==> config.mk <==
export PLATFORM = sky130hd
export DESIGN_NAME = fft_input_loader
export DESIGN_NICKNAME = d
export VERILOG_FILES = /design/src/rtl/fft_input_loader_pkg.sv /design/src/rtl/fft_input_loader.sv
export SDC_FILE = /design/constraint.sdc
export NUM_CORES = 1
export LEC_CHECK = 0
export CORE_MARGIN = 5
export CORE_UTILIZATION = 45
export DETAILED_ROUTE_END_ITERATION = 10
export GPL_TIMING_DRIVEN = 1
export PLACE_DENSITY = 0.76
export SLEW_MARGIN = 20
export SYNTH_ARGS = -nofsm -noshare
export SYNTH_HDL_FRONTEND = slang
export SYNTH_SLANG_ARGS = --single-unit
==> constraint.sdc <==
create_clock -name clk -period 2.4 [get_ports clk]
set_clock_uncertainty 0.2 [all_clocks]
set_input_delay 0.24 -clock clk [delete_from_list [all_inputs] [get_ports clk]]
set_output_delay 0.24 -clock clk [all_outputs]
set_load 0.005 [all_outputs]
==> src/rtl/fft_input_loader_pkg.sv <==
// Shared definitions for the 8-point FFT pipeline: frame geometry, loader states and
// the 3-bit bit-reversal used for input loading and output reordering.
package fft_input_loader_pkg;

   localparam int FFT_POINTS = 8;
   localparam int FFT_LOG2   = 3;

   typedef enum logic [1:0] {
      ST_FILL  = 2'd0,
      ST_HOLD  = 2'd1,
      ST_DRAIN = 2'd2
   } ld_state_e;

   function automatic int sample_width(input int n);
      return 2 ** n;
   endfunction

   function automatic logic [FFT_LOG2-1:0] bitrev3(input logic [FFT_LOG2-1:0] b);
      return {b[0], b[1], b[2]};
   endfunction

endpackage

==> src/rtl/fft_input_loader.sv <==
// Collects 8 samples into bit-reversed lanes; frame_valid rises 1 clk after the 8th accept.
// Frame is held until frame_ready; one idle release cycle follows before refilling.
module fft_input_loader
   import fft_input_loader_pkg::*;
#(
   parameter int N = 3
) (
   input  logic                          clk,
   input  logic                          rst,
   input  logic [(2**N)-1:0]             in_data,
   input  logic                          in_valid,
   output logic                          in_ready,
   output logic [FFT_POINTS*(2**N)-1:0]  frame_data,
   output logic                          frame_valid,
   input  logic                          frame_ready,
   output logic [7:0]                    frame_count
);

   localparam int W = sample_width(N);

   ld_state_e                       state_q, state_d;
   logic [FFT_LOG2-1:0]             idx_q, idx_d;
   logic [FFT_POINTS-1:0][W-1:0]    buf_q, buf_d;
   logic [7:0]                      frame_count_q, frame_count_d;

   // Handshake outputs depend on state only, so no input-to-ready path exists.
   assign in_ready    = (state_q == ST_FILL);
   assign frame_valid = (state_q == ST_HOLD);
   assign frame_data  = buf_q;
   assign frame_count = frame_count_q;

   always_comb begin
      state_d       = state_q;
      idx_d         = idx_q;
      buf_d         = buf_q;
      frame_count_d = frame_count_q;
      case (state_q)
         ST_FILL: begin
            if (in_valid) begin
               buf_d[bitrev3(idx_q)] = in_data;
               idx_d                 = idx_q + 3'd1;
               if (idx_q == 3'(FFT_POINTS - 1)) begin
                  state_d = ST_HOLD;
               end
            end
         end
         ST_HOLD: begin
            if (frame_ready) begin
               state_d       = ST_DRAIN;
               frame_count_d = frame_count_q + 8'd1;
            end
         end
         ST_DRAIN: begin
            state_d = ST_FILL;
         end
         default: begin
            state_d = ST_FILL;
         end
      endcase
   end

   always_ff @(posedge clk) begin
      if (rst) begin
         state_q       <= ST_FILL;
         idx_q         <= '0;
         buf_q         <= '0;
         frame_count_q <= '0;
      end else begin
         state_q       <= state_d;
         idx_q         <= idx_d;
         buf_q         <= buf_d;
         frame_count_q <= frame_count_d;
      end
   end

endmodule
==> impl_metrics.yaml <==
cells_and_area:
  diodes: 0
  drive_gt1_share_pct: 6.279
  final_area_mm2: 0.004141
  nFillCells: 588
  mostFrequentLayoutCells: "84 x clkdlybuf4s50_1, 77 x dfxtp_1, 62 x a21oi_1, 51 x o21ai_0, 48 x nand3_1"
  layout.nets: 444
  final_common_cell: "clkdlybuf4s50_1"
  fin_util_pct: 61.30
  area_growth_pct: 32.82
route:
  wl_per_cell_um: 16.51
  ant_nets: 0
  vias_per_cell: 5.739
  drtIter0Drc: 289
  drc: 0
  vias: 2927
  first_pass_iters: 6
  routed_wirelength_mm: 8.419
sta:
  fin_setup_tns_ps: 0
  setup_viol_count_final: 0
  tightest_slew_ps: 576.1
  slew_viol_final: 0
  final-hold-violation-count: 0
  slew_headroom_pct: 61.51
  fin_ws_ps: 235.3
  max_freq_mhz: 461.9
  final.period_utilization_pct: 90.20
  fin_crit_ps: 2165
  rsz0062_at_grt: "false"
pwr:
  vdd_ir_drop_max_v: 0.0003074
  finalPower_mw: 2.605
  power.switching_mw: 0.6302
  power_density_mw_per_mm2: 629.0
  power.internal_mw: 1.975
  p_clk_share_pct: 39.2
  leakage_nw: 1.386
  pwr-share-comb_pct: 9.9
  switching_share_pct: 24.19
  power_frac_seq_pct: 50.9
clock_tree:
  cts_hold_buf: 0
  cts_tree: "yes"
  h-tree-depth: 3
  cts_root_buffer: "clkbuf_8"
  numCtsBuffers: 9
  cts.sinks: 77
  cts.repair.resized: 0
  post_cts_buffers: 0
  clockBufferDepth: 2
  clk-insertion-delay-late_ps: 340
  cts.clk_slew.worst_paths_ps: 80
logic_synthesis:
  synth-seq-cells: 77
  avgSynthCellArea_um2: 8.519
  synth_cell_type_count: 30
  yosysSeqAreaShare_pct: 49.44
  synth.cell_area_mm2: 0.003118
  synth_fp_nets: 385
  synthCells: 366
  ys_warn_count: 0
floorplanning:
  coreArea_mm2: 0.006756
  fp-row-count: 30
  die-area_mm2: 0.008694
  start_util_pct: 46.15
  ios: 86
  dieWidth_um: 93.24
  die-height_um: 93.24
global_routing:
  grt_pass1_vias: 2671
  grt_max_degree: 52
  grt_pass1_wl_mm: 13.59
  antenna_found_initial: 0
  track_usage_pct: 19.60
  grt.overflow.total: 0
run_status:
  status: "finished clean"
placement:
  placed_cell_area_mm2: 0.003930
  dp_hpwl_mm: 5.505
  portBuffers: 85
  place_ws_ps: 290.7
  gp_congestion: 0.8034
critical_path:
  worst-endpoint-required_ps: 1960
  startpoint: "state_q[0]"
  crit_path_cell_trace: "nor2b_1 > clkdlybuf4s50_1"
  regToRegStartpoint: "idx_q[0]"
  critPathLaunchType: "flip-flop"
  cp_slowest_cell: "dfxtp_1"
  arrival_ps: 1720
  path_max_fanout: 15
  path_class: "reg -> out"
  endpoint_kind: "primary output"
  cpPeakStageDelay_ps: 610
job:
  maxCapViolations: 0
min_path:
  hold_path.class: "in -> reg"
  min-delay-start: "rst"
## Yosys cell counts (all sizes together)
cell	instances	area (um^2)
nand4	1	6.260
clkbuf	32	125.1
a21oi	62	310.3
buf	9	51.30
or2	1	6.260
ha	7	87.58
nand4bb	1	11.26
and4bb	2	25.02
xnor2	1	8.760
and3b	3	30.03
a211oi	1	7.510
nand2	20	75.07
or4	2	15.01
nand3	48	240.2
xor2	2	17.52
nor3b	1	7.510
nand3b	4	30.03
nor2	17	63.81
nand4b	2	32.53
mux2i	10	100.1
dfxtp	77	1541
o21ai	51	255.2
o31ai	2	15.01
or3	3	18.77
nor2b	2	12.51
nand2b	2	12.51
inv	3	11.26
## cell families (layout without fill, tap and decap cells)
| group | after synthesis | count (layout) | synth area share, % |
|---|---|---|---|
| compound gates | 116 | 116 | 18.86 |
| xor+xnor | 3 | 3 | 0.8429 |
| fa+ha+maj | 7 | 7 | 2.809 |
| buf+inv | 44 | 108 | 6.019 |
| flops | 77 | 77 | 49.44 |
| mux | 10 | 10 | 3.210 |
| simple gates | 109 | 109 | 18.82 |
## power by group through the flow
| stage | combinational [mW] | clock [mW] | sequential, mW |
|---|---|---|---|
| final | 0.257 | 1.02 | 1.33 |
| after global routing | 0.281 | 1.09 | 1.33 |
| after CTS | 0.255 | 1.03 | 1.33 |
| after detailed placement | 0.253 | 0 | 1.36 |
| after global placement | 0.247 | 0 | 1.36 |
| after floorplan | 0.143 | 0 | 1.36 |
## worst paths after layout
path | end | slack (ps) | cells past startpoint
max | frame_valid | 240 | 2
min | frame_data[52] | 150 | 2
max reg2reg | frame_data[18] | 580 | 5
min reg2reg | frame_data[60] | 260 | 2
## cell type report
type                       count  area [um^2]  area share [%]
clock inverter                 3        42.54           1.027
sequential                    77         1541           37.22
clock buffer                  13        168.9           4.079
inverter                       3        11.26          0.2719
tap                           80        100.1           2.417
timing repair buffer          89        888.4           21.45
multi-input combinational    245         1389           33.53
## stage by stage
step | std cells | hold slack [ps]
after floorplan | 366 | 221.8
after global placement | 494 | 248.7
after detailed placement | 494 | 249.3
after CTS | 510 | 135.3
after global routing | 510 | 160.8
final | 510 | 152.4
## critical path: cells and delay by family, from the launching register on
family	cells	cell delay, ps
AND/OR/NAND/NOR	1	240
flip-flops	1	610
buffers and inverters	1	530
## state kept, by name (all words and copies together), names as in the netlist
name,count
idx_q,3
frame_data,64
frame_count,8
state_q,2
## per-layer routing
layer | wire, um | part of all wire [%] | GRT usage, %
met1 | 3792 | 45 | 26.97
met2 | 3774 | 45 | 28.83
met3 | 720 | 8.6 | 5.632
met4 | 131 | 1.6 | 7.692
met5 | 0 | 0 | 0
Power figures use the tool's default switching activity.
